--- src/rtl/write_bus_arbiter_if.sv ---
// Write-bus bundle between the requesters, the arbiter and the control logic unit.
// Per-requester fields are packed side by side: requester i owns
// addr[5i+4:5i], data[8i+7:8i], req[i], clr_req[i] and ack[i].
interface write_bus_arbiter_if #(
    parameter int N_REQ = 4
);
    logic [N_REQ-1:0]   req;
    logic [5*N_REQ-1:0] addr;
    logic [8*N_REQ-1:0] data;
    logic [N_REQ-1:0]   clr_req;
    logic [N_REQ-1:0]   ack;
    logic               cs;
    logic [15:0]        data_out;
    logic [2:0]         gnt_id;
    logic               busy;

    // Requester / control-logic side: drives requests, observes arbiter outputs
    modport master (
        output req, addr, data, clr_req,
        input  ack, cs, data_out, gnt_id, busy
    );

    // Arbiter side
    modport slave (
        input  req, addr, data, clr_req,
        output ack, cs, data_out, gnt_id, busy
    );
endinterface

--- src/rtl/write_bus_arbiter.sv ---
// Round-robin write-bus arbiter.
// One requester is granted at a time; its {clr, 2'b00, addr, data} word is
// latched onto data_out, a single-cycle cs strobe is issued, the arbiter then
// idles WAIT_CYC cycles to cover the downstream strobe delay, and finally
// pulses ack to the granted requester. The round-robin pointer moves to the
// requester after the one just served.
module write_bus_arbiter #(
    parameter int N_REQ    = 4,
    parameter int WAIT_CYC = 4
) (
    input  logic               clk_i,
    input  logic               rst_n_i,
    write_bus_arbiter_if.slave bus
);

    localparam int               CNT_W     = $clog2(WAIT_CYC + 1);
    localparam logic [CNT_W-1:0] WAIT_LOAD = CNT_W'(WAIT_CYC);
    localparam logic [CNT_W-1:0] CNT_ONE   = CNT_W'(1);
    localparam logic [2:0]       LAST_IDX  = 3'(N_REQ - 1);

    typedef enum logic [1:0] {
        ST_IDLE  = 2'd0,
        ST_ISSUE = 2'd1,
        ST_WAIT  = 2'd2,
        ST_DONE  = 2'd3
    } state_t;

    state_t            state_q, state_d;
    logic [CNT_W-1:0]  cnt_q,   cnt_d;
    logic [2:0]        ptr_q,   ptr_d;
    logic [2:0]        gnt_q,   gnt_d;
    logic [15:0]       dout_q,  dout_d;
    logic              cs_q,    cs_d;
    logic [N_REQ-1:0]  ack_q,   ack_d;
    logic              busy_q,  busy_d;

    logic              hi_found_s;
    logic [2:0]        hi_idx_s;
    logic              any_found_s;
    logic [2:0]        lo_idx_s;
    logic              win_valid_s;
    logic [2:0]        win_idx_s;
    logic [4:0]        win_addr_s;
    logic [7:0]        win_data_s;
    logic              win_clr_s;

    // Round-robin pick: lowest requesting index at or above ptr, otherwise wrap to lowest overall
    always_comb begin
        hi_found_s  = 1'b0;
        hi_idx_s    = 3'd0;
        any_found_s = 1'b0;
        lo_idx_s    = 3'd0;
        // Descending scan so the last hit kept is the lowest index
        for (int i = N_REQ - 1; i >= 0; i--) begin
            hi_found_s  = hi_found_s | (bus.req[i] & (3'(i) >= ptr_q));
            hi_idx_s    = (bus.req[i] && (3'(i) >= ptr_q)) ? 3'(i) : hi_idx_s;
            any_found_s = any_found_s | bus.req[i];
            lo_idx_s    = bus.req[i] ? 3'(i) : lo_idx_s;
        end
        win_valid_s = any_found_s;
        win_idx_s   = hi_found_s ? hi_idx_s : lo_idx_s;
    end

    // And-or mux of the winning requester's address, payload and clear flag
    always_comb begin
        win_addr_s = 5'd0;
        win_data_s = 8'd0;
        win_clr_s  = 1'b0;
        for (int i = 0; i < N_REQ; i++) begin
            win_addr_s = win_addr_s | (bus.addr[5*i +: 5] & {5{win_idx_s == 3'(i)}});
            win_data_s = win_data_s | (bus.data[8*i +: 8] & {8{win_idx_s == 3'(i)}});
            win_clr_s  = win_clr_s  | (bus.clr_req[i] & (win_idx_s == 3'(i)));
        end
    end

    // Transaction FSM: next state and next values of all registered outputs
    always_comb begin
        state_d = state_q;
        cnt_d   = cnt_q;
        ptr_d   = ptr_q;
        gnt_d   = gnt_q;
        dout_d  = dout_q;
        cs_d    = 1'b0;
        ack_d   = {N_REQ{1'b0}};

        case (state_q)
            ST_IDLE: begin
                if (win_valid_s) begin
                    // Grant edge: word and id are frozen here until the next grant
                    state_d = ST_ISSUE;
                    gnt_d   = win_idx_s;
                    dout_d  = {win_clr_s, 2'b00, win_addr_s, win_data_s};
                    cs_d    = 1'b1;
                end else begin
                    state_d = ST_IDLE;
                end
            end
            ST_ISSUE: begin
                state_d = ST_WAIT;
                cnt_d   = WAIT_LOAD;
            end
            ST_WAIT: begin
                if (cnt_q <= CNT_ONE) begin
                    state_d = ST_DONE;
                    cnt_d   = {CNT_W{1'b0}};
                    for (int i = 0; i < N_REQ; i++) begin
                        ack_d[i] = (gnt_q == 3'(i));
                    end
                end else begin
                    state_d = ST_WAIT;
                    cnt_d   = cnt_q - CNT_ONE;
                end
            end
            ST_DONE: begin
                state_d = ST_IDLE;
                ptr_d   = (gnt_q == LAST_IDX) ? 3'd0 : (gnt_q + 3'd1);
            end
            default: begin
                state_d = ST_IDLE;
                cnt_d   = {CNT_W{1'b0}};
            end
        endcase

        busy_d = (state_d != ST_IDLE);
    end

    // State and output registers; reset aborts any transaction in flight
    always_ff @(posedge clk_i or negedge rst_n_i) begin
        if (!rst_n_i) begin
            state_q <= ST_IDLE;
            cnt_q   <= {CNT_W{1'b0}};
            ptr_q   <= 3'd0;
            gnt_q   <= 3'd0;
            dout_q  <= 16'h0000;
            cs_q    <= 1'b0;
            ack_q   <= {N_REQ{1'b0}};
            busy_q  <= 1'b0;
        end else begin
            state_q <= state_d;
            cnt_q   <= cnt_d;
            ptr_q   <= ptr_d;
            gnt_q   <= gnt_d;
            dout_q  <= dout_d;
            cs_q    <= cs_d;
            ack_q   <= ack_d;
            busy_q  <= busy_d;
        end
    end

    assign bus.cs       = cs_q;
    assign bus.ack      = ack_q;
    assign bus.data_out = dout_q;
    assign bus.gnt_id   = gnt_q;
    assign bus.busy     = busy_q;

endmodule

--- src/flat_wrapper.sv ---
// flat-port wrapper written by rule: the top's interface ports become plain ports
module write_bus_arbiter_flat 
#(
    parameter int N_REQ    = 4,
    parameter int WAIT_CYC = 4
)
  (clk_i, rst_n_i, bus_req, bus_addr, bus_data, bus_clr_req, bus_ack, bus_cs, bus_data_out, bus_gnt_id, bus_busy);
  write_bus_arbiter_if #(.N_REQ(N_REQ)) bus_i ();
  input  logic clk_i;
  input  logic rst_n_i;
  input wire logic [$bits(bus_i.req)-1:0] bus_req;
  input wire logic [$bits(bus_i.addr)-1:0] bus_addr;
  input wire logic [$bits(bus_i.data)-1:0] bus_data;
  input wire logic [$bits(bus_i.clr_req)-1:0] bus_clr_req;
  output wire logic [$bits(bus_i.ack)-1:0] bus_ack;
  output wire logic [$bits(bus_i.cs)-1:0] bus_cs;
  output wire logic [$bits(bus_i.data_out)-1:0] bus_data_out;
  output wire logic [$bits(bus_i.gnt_id)-1:0] bus_gnt_id;
  output wire logic [$bits(bus_i.busy)-1:0] bus_busy;
  assign bus_i.req = bus_req;
  assign bus_i.addr = bus_addr;
  assign bus_i.data = bus_data;
  assign bus_i.clr_req = bus_clr_req;
  assign bus_ack = bus_i.ack;
  assign bus_cs = bus_i.cs;
  assign bus_data_out = bus_i.data_out;
  assign bus_gnt_id = bus_i.gnt_id;
  assign bus_busy = bus_i.busy;
  write_bus_arbiter #(.N_REQ(N_REQ), .WAIT_CYC(WAIT_CYC)) u_core (.clk_i(clk_i), .rst_n_i(rst_n_i), .bus(bus_i));
endmodule
--- config.mk ---
export PLATFORM = sky130hd
export DESIGN_NAME = write_bus_arbiter_flat
export DESIGN_NICKNAME = d
export VERILOG_FILES = /design/src/rtl/write_bus_arbiter_if.sv /design/src/rtl/write_bus_arbiter.sv /design/src/flat_wrapper.sv
export SDC_FILE = /design/constraint.sdc
export NUM_CORES = 1
export LEC_CHECK = 0
export CORE_MARGIN = 1
export CORE_UTILIZATION = 40
export DETAILED_ROUTE_END_ITERATION = 10
export PLACE_DENSITY = 0.88
export SYNTH_ARGS = -nofsm -noshare
export SYNTH_HDL_FRONTEND = slang
export SYNTH_SLANG_ARGS = --single-unit
--- constraint.sdc ---
create_clock -name clk_i -period 2.2 [get_ports clk_i]
set_input_delay 0.44 -clock clk_i [delete_from_list [all_inputs] [get_ports clk_i]]
set_output_delay 0.44 -clock clk_i [all_outputs]
set_load 0.005 [all_outputs]
; Word-level counts from Yosys, hierarchy flattened
; Cells that the tools add are included.
[op_classes]
bitwise = 31
n_reduce_logical = 10
n_lt_le_gt_ge = 5
n_addsub = 2
muxes = 19
n_eq_ne = 9
[ops]
columns = cell, count
row1 = $and A8 B8 Y8, 4
row2 = $mux W3, 9
row3 = $or A8 B8 Y8, 3
row4 = $and A5 B5 Y5, 4
row5 = $or A5 B5 Y5, 3
row6 = $eq A3 B2 Y1 const B, 4
row7 = $or A1 B1 Y1, 9
row8 = $and A1 B1 Y1, 8
row9 = $mux W4, 2
row10 = $pmux W2 S4, 1
row11 = $eq A3 B1 Y1 const B, 2
row12 = $ge A1 B3 Y1 const A, 2
row13 = $ge A2 B3 Y1 const A, 2
row14 = $logic_not A3 Y1, 2
row15 = $pmux W3 S2, 1
row16 = $eq A2 B2 Y1 const B, 2
row17 = $logic_and A1 B1 Y1, 4
row18 = $mux W1, 4
row19 = $mux W2, 2
row20 = $reduce_bool A2 Y1, 2
row21 = $add A3 B1 Y3 const B, 1
row22 = $le A3 B1 Y1 const B, 1
row23 = $sub A3 B1 Y3 const B, 1
row24 = $eq A2 B1 Y1 const B, 1
row25 = other kinds (2), 2
[word_totals]
ff_bits = 31
word_cells = 84

; Depth between registers and ports, before layout
; Gate-level depths: netlist of the first run.
[logic_depth]
ltp_word = 12
mapped_depth = 8
ltp_nobuf = 7

; Least setup slack after synthesis of the first run
; No wires, ideal clock.
[synth_path]
path_type = register to register
start = register u_core.ptr_q[1]
end = register u_core.dout_q[10], in the netlist u_core.bus.data_out[10]
path_stages_with_launch = 8
arrival_time_ns = 1.515
path_slack_ns = 0.545
setup_time_ns = 0.140
cell_sequence = dfrtp_1 -> buf_6 -> or3b_1 -> buf_6 -> nand2_1 -> nor3_1 -> a2111oi_0 -> a211oi_1
[synth_via]
elab_chain_cells = 12
word_cells_on_any_way = 31
classes_between = order compare (4) / eq/ne (3) / mux (5) / bitwise (14) / reduce/logical (5)
[synth_lines]
columns = element, line
row1 = "start, declared", write_bus_arbiter.sv:30  ; logic [2:0] ptr_q, ptr_d;
row2 = "start signal, assigned", write_bus_arbiter.sv:141  ; ptr_q <= ptr_d;
row3 = $ge A2 B3 Y1, "write_bus_arbiter.sv:55, write_bus_arbiter.sv:56"
row4 = $logic_and A1 B1 Y1, write_bus_arbiter.sv:56  ; hi_idx_s = (bus.req[i] && (3'(i) >= ptr_q)) ? 3'(i) : hi_idx_s;
row5 = $mux W2, write_bus_arbiter.sv:56
row6 = $mux W3 (3 in a row), write_bus_arbiter.sv:56
row7 = $mux W3 (*), write_bus_arbiter.sv:61  ; win_idx_s = hi_found_s ? hi_idx_s : lo_idx_s;
row8 = $eq A3 B1 Y1 or $logic_not A3 Y1 (tied branches), write_bus_arbiter.sv:70  ; win_addr_s = win_addr_s | (bus.addr[5*i +: 5] & {5{win_idx_s == 3'(i)}});
row9 = $and A5 B5 Y5, write_bus_arbiter.sv:70
row10 = $or A5 B5 Y5 (2 in a row), write_bus_arbiter.sv:70
row11 = $or A5 B5 Y5 (*), write_bus_arbiter.sv:70
row12 = "end signal, assigned", write_bus_arbiter.sv:143  ; dout_q <= dout_d;
row13 = "end, declared", write_bus_arbiter.sv:32  ; logic [15:0] dout_q, dout_d;
; Mark *: on every way between the ends. The rest lies on a longest branch, timed or not.
; A chain may end at the register's enable or synchronous reset.

; Worst setup path in the final report of the first run
[layout_path]
start = input port bus_req[2]
end = register u_core.dout_q[4], in the netlist u_core.bus.data_out[4]
[layout_via]
elab_chain_cells = 10
word_cells_on_any_way = 27
classes_between = eq/ne (3) / mux (7) / bitwise (14) / reduce/logical (3)
[layout_lines]
columns = element, line
row1 = "start, declared", flat_wrapper.sv:11  ; input wire logic [$bits(bus_i.req)-1:0] bus_req;
row2 = $and A1 B1 Y1 or $logic_and A1 B1 Y1 (tied branches), "write_bus_arbiter.sv:55, write_bus_arbiter.sv:56"
row3 = $or A1 B1 Y1 or $mux W3 (tied branches) (3 in a row), "write_bus_arbiter.sv:55, write_bus_arbiter.sv:56"
row4 = $mux W3, write_bus_arbiter.sv:61
row5 = $eq A3 B1 Y1 or $logic_not A3 Y1 (tied branches), write_bus_arbiter.sv:71  ; win_data_s = win_data_s | (bus.data[8*i +: 8] & {8{win_idx_s == 3'(i)}});
row6 = $and A8 B8 Y8, write_bus_arbiter.sv:71
row7 = $or A8 B8 Y8 (3 in a row), write_bus_arbiter.sv:71
; Parallel ways exist; a longest one is shown, timed or not.

==> results of run 1 <==
report_power, final:
part / internal, uW / total [uW] / switching (uW)
clock network: 368 / 597 / 229
logic: 942 / 1810 / 864
registers: 775 / 954 / 179
total: 2090 / 3360 / 1270
state kept, by name, summed over array words and instances (netlist names):
name,cells
u_core.ptr_q,2
u_core.bus.cs,1
u_core.cnt_q,3
u_core.bus.gnt_id,2
u_core.state_q,2
u_core.bus.ack,4
u_core.bus.data_out,14
u_core.bus.busy,1
worst max-delay path: stages:
cell and delay, ns:
clkdlybuf4s50_1 0.51, nand2b_1 0.15, o21ai_0 0.13, a211o_1 0.41
a2111oi_0 0.45, a211oi_1 0.11
area by class of cell:
| class | count | area (sq um) | area share |
|---|---|---|---|
| clock buffer | 6 | 82.6 | 0.0279 |
| timing repair buffer | 102 | 973 | 0.329 |
| sequential | 29 | 726 | 0.245 |
| inverter | 10 | 37.5 | 0.0127 |
| clock inverter | 2 | 37.5 | 0.0127 |
| multi-input combinational | 155 | 1040 | 0.351 |
| tap | 52 | 65.1 | 0.0220 |
stage by stage:
stage | TNS [ns] | cells | hold WS (ns) | setup slack, ns | area (sq um)
2_1_floorplan | 0 | 211 | 0.144 | 0.545 | 1910
3_3_place_gp | -0.0180 | 348 | 0.499 | -0.0180 | 2840
3_5_place_dp | -0.0996 | 348 | 0.509 | -0.0537 | 2840
4_1_cts | 0 | 356 | 0.528 | 0.245 | 2960
5_1_grt | 0 | 356 | 0.556 | 0.0996 | 2960
6_report | 0 | 356 | 0.524 | 0.131 | 2960
worst max path at each step:
stage,startpoint,endpoint,depth (start not counted)
3_3_place_gp,bus_req[3],u_core.bus.data_out[4]$_DFFE_PN0P_,6
3_5_place_dp,bus_req[0],u_core.bus.data_out[4]$_DFFE_PN0P_,7
2_1_floorplan,u_core.ptr_q[1]$_DFFE_PN0N_,u_core.bus.data_out[10]$_DFFE_PN0P_,7
4_1_cts,bus_req[0],u_core.bus.data_out[4]$_DFFE_PN0P_,7
6_report,bus_req[2],u_core.bus.data_out[4]$_DFFE_PN0P_,6
5_1_grt,bus_req[0],u_core.bus.data_out[4]$_DFFE_PN0P_,7
cell usage after synthesis (all sizes together):
cell type  count
a2111oi        3
a211o          1
a211oi         4
a21o          11
a21oi         13
a221oi        10
a22o           1
a31oi          1
a41oi          1
and3           4
buf           14
clkbuf         3
conb           1
dfrtp         29
ha            10
inv           10
mux2           1
mux2i          3
nand2         12
nand2b         4
nand3          4
nand4         10
nor2          19
nor2b          2
nor3           6
o2111ai        1
o211a          1
o21a           2
o21ai         12
o21bai         1
o22ai          1
o31a           1
o31ai         10
o32ai          1
or2            1
or3b           1
logic make-up (layout without fill, tap and decap cells):
family / Yosys count / after routing / share of synthesized area
AO/OA/AOI/OAI: 75 / 75 / 0.283
AND/OR/NAND/NOR: 63 / 63 / 0.170
flip-flops: 29 / 29 / 0.381
buffers and inverters: 27 / 120 / 0.0769
adder cells (fa/ha/maj): 10 / 10 / 0.0657
multiplexers: 4 / 4 / 0.0217
other: 1 / 3 / 0.00197
layer usage:
layer	track usage	share of wire	vias to the layer above
met5	0	0	-
met4	0.0822	0.016	0
met3	0.0627	0.095	8
met2	0.373	0.47	111
met1	0.285	0.42	928
li1	-	-	960
==> key figures, run 1 <==
Worst setup path
  – R2r worst-path depth: 5
  – CP Data Required Time: 2.34 ns
  – WP data arrival: 2.21 ns
  – Kind of critical path: in -> reg
  – R2R Path End: u_core.bus.data_out[4]$_DFFE_PN0P_
  – Reg-to-Reg Start: u_core.ptr_q[0]$_DFFE_PN0N_
  – CP endpoint kind: register
  – Crit path max fanout: 6
  – FF-to-FF setup slack: 0.24 ns
  – Startpoint Class: input pin

Floorplanning
  – FP Rows: 24
  – Core area: 4470 sq um
  – Die Width: 71 um
  – IO Count: 87
  – Chip Height: 71 um
  – Starting Density: 0.426
  – Die area: 5040 sq um

Power
  – Power Dens Cells: 1130 nW/um^2
  – Total power: 3360 uW
  – Lkg Pwr: 0.00127 uW
  – VDD IR max: 0.530 mV

STA
  – Endpoints failing hold: 0
  – Final min period: 2.07 ns
  – Final period util: 0.941
  – RSZ-0062 raised after global routing: false
  – Rel. slew slack: 0.642
  – Setup-failing EPs final: 0
  – Worst Skew: 0.00732 ns
  – Slew Viols, Final: 0
  – Fmax: 483 MHz
  – Worst slew pin tran: 0.524 ns

Synth
  – Yosys reg bits: 29
  – Syn Area/Cell: 9.11 sq um
  – Gate Count Post-Synth: 209
  – Synth unique cells: 43
  – Yosys top cell area share: 0.381
  – Leading post-synthesis cells by cell area: dfrtp_1, ha_1, a221oi_1
  – Dominant cell type by area after synthesis: dfrtp_1
  – Synthesis Warnings: 0
  – Seq/Total Area, Yosys: 0.381
  – Cell Area, Synth: 1900 sq um

Drt
  – Initial DRC count: 187
  – Via density per instance: 5.64
  – Routed WL: 5450 um
  – Pre-antenna DRT Iters: 7
  – Detail Route Antenna Nets: 0
  – Wire per inst: 15.3 um
  – Via count: 2007
  – DRC violations left: 8

Clock tree
  – Hold_buf cts: 0
  – CTS tree: built
  – H-tree Lvls: 2
  – Clock slew at reported path FFs: 0.07 ns
  – Post-CTS Setup Bufs: 0
  – Post-CTS sizing: 0
  – CTS Buffer Depth: 2
  – Clock latency on the worst-skew pair: 0.29 ns
  – Clock sink count: 29
  – Num CTS Buffers: 5
  – CTS root buf: clkbuf_8

Hold path
  – Hold path start: u_core.cnt_q[2]$_DFFE_PN0P_
  – Worst Hold Depth: 1
  – Worst min-delay path class: reg -> reg
  – Hold EP: u_core.cnt_q[2]$_DFFE_PN0P_

Global route
  – First-pass GRT wire length: 8870 um
  – Number of global-route vias before repair: 1983
  – Antenna violations before repair: 0
  – Gr usage total: 0.226
  – Largest net degree at the start of global routing: 30
  – GRT overflow: 0

Finish
  – Most frequent cells in the layout: clkdlybuf4s50_1, dfrtp_1, nor2_1, buf_4
  – Fill cells: 364
  – Layout cell share with drive strength beyond 1: 0.109
  – Commonest non-fill, non-tap cell in the layout: clkdlybuf4s50_1
  – Layout area overhead: 55.5%
  – # diodes: 0
  – Final nets: 375
  – Final core area utilization: 0.662

Outcome
  – Status: finished, violations left
  – Failing checks: design-rule violations

Place
  – IO buf count: 83
  – Dpl hpwl: 4140 um
  – RD Place Congestion: 0.889

Run
  – Maxcap violations: 0
Power figures use the tool's default switching activity.
==> inputs of run 2 (changes only) <==
--- a/config.mk
+++ b/config.mk
@@ -5,6 +5,7 @@
 export SDC_FILE = /design/constraint.sdc
 export NUM_CORES = 1
 export LEC_CHECK = 0
+export ABC_CLOCK_PERIOD_IN_PS = 2200
 export CORE_MARGIN = 1
 export CORE_UTILIZATION = 40
 export DETAILED_ROUTE_END_ITERATION = 10
==> results of run 2 <==
The final DEF is identical to that of run 1; final timing and power are the same.
==> inputs of run 3 (changes only) <==
--- a/config.mk
+++ b/config.mk
@@ -9,6 +9,7 @@
 export CORE_MARGIN = 1
 export CORE_UTILIZATION = 40
 export DETAILED_ROUTE_END_ITERATION = 10
+export MAX_ROUTING_LAYER = met4
 export PLACE_DENSITY = 0.88
 export SYNTH_ARGS = -nofsm -noshare
 export SYNTH_HDL_FRONTEND = slang
==> run 3 against run 2 <==
Against the previous run:
- the flow still finishes with violations (design-rule violations)
- critical endpoint unchanged
- core utilization unchanged
- maximum frequency grew 1.0%
- count of clock-buffer cells in the layout did not move
- worst setup slack gained 0.021 ns
- die area unchanged
- routed wire length up 0.86%
==> key figures, run 3 (same netlist as run 1, synthesis figures left out) <==
Power
  – Logic pwr share: 0.538 (about the same)
  – P_sw: 1280 uW (+0.35%)
  – Lkg Pwr: 0.00127 uW (unchanged)
  – Sequential power share: 0.284 (about the same)
  – VDD IR max: 0.529 mV (-0.31%)
  – Pint: 2090 uW (about the same)
  – Clock share of power: 0.178 (about the same)
  – Power Dens Cells: 1140 nW/um^2 (+0.13%)
  – Total power: 3360 uW (+0.13%)
  – Sw Ratio: 0.380 (+0.000795)

Place
  – IO buf count: 83 (unchanged)
  – Dpl cells: 348 (unchanged)
  – Dpl hpwl: 4140 um (unchanged)
  – RD Place Congestion: 0.904 (+1.7%)

Hold path
  – Worst min-delay path class: in -> async

Clock tree
  – Hold_buf cts: 0 (unchanged)
  – Num CTS Buffers: 5 (unchanged)
  – Post-CTS sizing: 0 (unchanged)
  – CTS root buf: clkbuf_8
  – Clock slew at reported path FFs: 0.07 ns (about the same)
  – CTS tree: built
  – Post-CTS Setup Bufs: 0 (unchanged)
  – Clock latency on the worst-skew pair: 0.29 ns (about the same)
  – CTS Buffer Depth: 2 (unchanged)
  – H-tree Lvls: 2 (unchanged)
  – Clock sink count: 29 (unchanged)

Worst setup path
  – CP Data Required Time: 2.35 ns (about the same)
  – WP data arrival: 2.19 ns (-0.02 ns)
  – Crit path max fanout: 6 (unchanged)
  – Kind of critical path: in -> reg
  – CP endpoint kind: register
  – Startpoint Class: input pin

Drt
  – Via density per instance: 5.65 (+0.25%)
  – DRC violations left: 8 (unchanged)
  – Routed WL: 5500 um (+0.86%)
  – Detail Route Antenna Nets: 0 (unchanged)
  – Pre-antenna DRT Iters: 7 (unchanged)
  – Wire per inst: 15.4 um (+0.86%)
  – Via count: 2012 (+0.25%)
  – Initial DRC count: 162 (-13%)

STA
  – Final min period: 2.05 ns (-0.0214 ns)
  – Worst slew pin tran: 0.515 ns (-0.00927 ns)
  – Fmax: 488 MHz (+1.0%)
  – Worst Skew: 0.00643 ns (-0.000889 ns)
  – Endpoints failing hold: 0 (unchanged)
  – RSZ-0062 raised after global routing: false
  – Final period util: 0.931 (-0.00971)
  – Setup-failing EPs final: 0 (unchanged)
  – Rel. slew slack: 0.648 (+0.00634)
  – Sum Neg Setup Slack: 0 ns (unchanged)
  – Slew Viols, Final: 0 (unchanged)

Floorplanning
  – IO Count: 87 (unchanged)
  – FP Rows: 24 (unchanged)
  – Die Width: 71 um (unchanged)
  – Core area: 4470 sq um (unchanged)
  – Chip Height: 71 um (unchanged)
  – Starting Density: 0.426 (unchanged)
  – Die area: 5040 sq um (unchanged)

Finish
  – Fill cells: 364 (unchanged)
  – # diodes: 0 (unchanged)
  – Area occupied by multi-input gates: 1040 sq um (unchanged)
  – Layout area overhead: 55.5% (unchanged)
  – Layout cell share with drive strength beyond 1: 0.109 (unchanged)
  – Largest register FFs: 14 (unchanged)
  – Final nets: 375 (unchanged)
  – Commonest non-fill, non-tap cell in the layout: clkdlybuf4s50_1
  – Register Area: 726 sq um (unchanged)
  – Final std cells w/o fill: 356 (unchanged)
  – Most frequent cells in the layout: clkdlybuf4s50_1, dfrtp_1, nor2_1, buf_4

Global route
  – Number of global-route vias before repair: 1987 (+0.20%)
  – Largest net degree at the start of global routing: 30 (unchanged)
  – First-pass GRT wire length: 8890 um (+0.16%)
  – Gr usage total: 0.233 (+0.00701)
  – Antenna violations before repair: 0 (unchanged)
  – GRT overflow: 0 (unchanged)

Outcome
  – Failing checks: design-rule violations
  – Status: finished, violations left

Run
  – Maxcap violations: 0 (unchanged)
run 3: power by group through the flow:
| stage | combinational, uW | sequential, uW | clock [uW] |
|---|---|---|---|
| final | 1810 | 955 | 599 |
| after global routing | 1990 | 986 | 632 |
| after CTS | 1810 | 953 | 603 |
| after detailed placement | 1810 | 960 | 0 |
| after global placement | 1730 | 951 | 0 |
| after floorplan | 1050 | 918 | 0 |
run 3: worst max-delay path, stage by stage:
cell	delay (ns)
clkdlybuf4s50_1	0.57
buf_4	0.18
a21oi_1	0.09
a211o_1	0.36
a2111oi_0	0.44
a211oi_1	0.11
run 3: stage by stage:
stage	setup slack [ns]	hold slack [ns]	utilization	instance area (sq um)
CTS	0.245	0.528	0.662	2960
floorplan	0.545	0.144	-	1910
finish	0.152	0.525	0.662	2960
global route	0.0996	0.556	0.662	2960
global placement	-0.0180	0.499	0.635	2840
detailed placement	-0.0537	0.509	0.635	2840
run 3: routing by layer:
metal  global-route usage  share of wire  vias up
met3               0.0627          0.098        7
met4               0.0822          0.016        0
li1                     -              -      959
met1                0.285           0.42      940
met5                    -              0        -
met2                0.373           0.47      106
run 3: path summary, 6_finish.rpt:
kind	startpoint	endpoint	slack, ns	cells after the start
min	rst_n_i	u_core.state_q[1]$_DFF_PN0_	0.53	2
min in group clk_i	u_core.cnt_q[2]$_DFFE_PN0P_	u_core.cnt_q[2]$_DFFE_PN0P_	0.53	1
max reg2reg	u_core.ptr_q[1]$_DFFE_PN0N_	u_core.bus.data_out[4]$_DFFE_PN0P_	0.25	5
max in group asynchronous	rst_n_i	u_core.bus.data_out[4]$_DFFE_PN0P_	1.40	2
max	bus_req[3]	u_core.bus.data_out[4]$_DFFE_PN0P_	0.15	6
min reg2reg	u_core.cnt_q[2]$_DFFE_PN0P_	u_core.cnt_q[2]$_DFFE_PN0P_	0.53	1
run 3: cell type report:
class                   count  area share
clock buffers               6      0.0279
clock inverters             2      0.0127
inverters                  10      0.0127
multi-input cells         155       0.351
flip-flops and latches     29       0.245
well taps                  52      0.0220
repair buffers            102       0.329
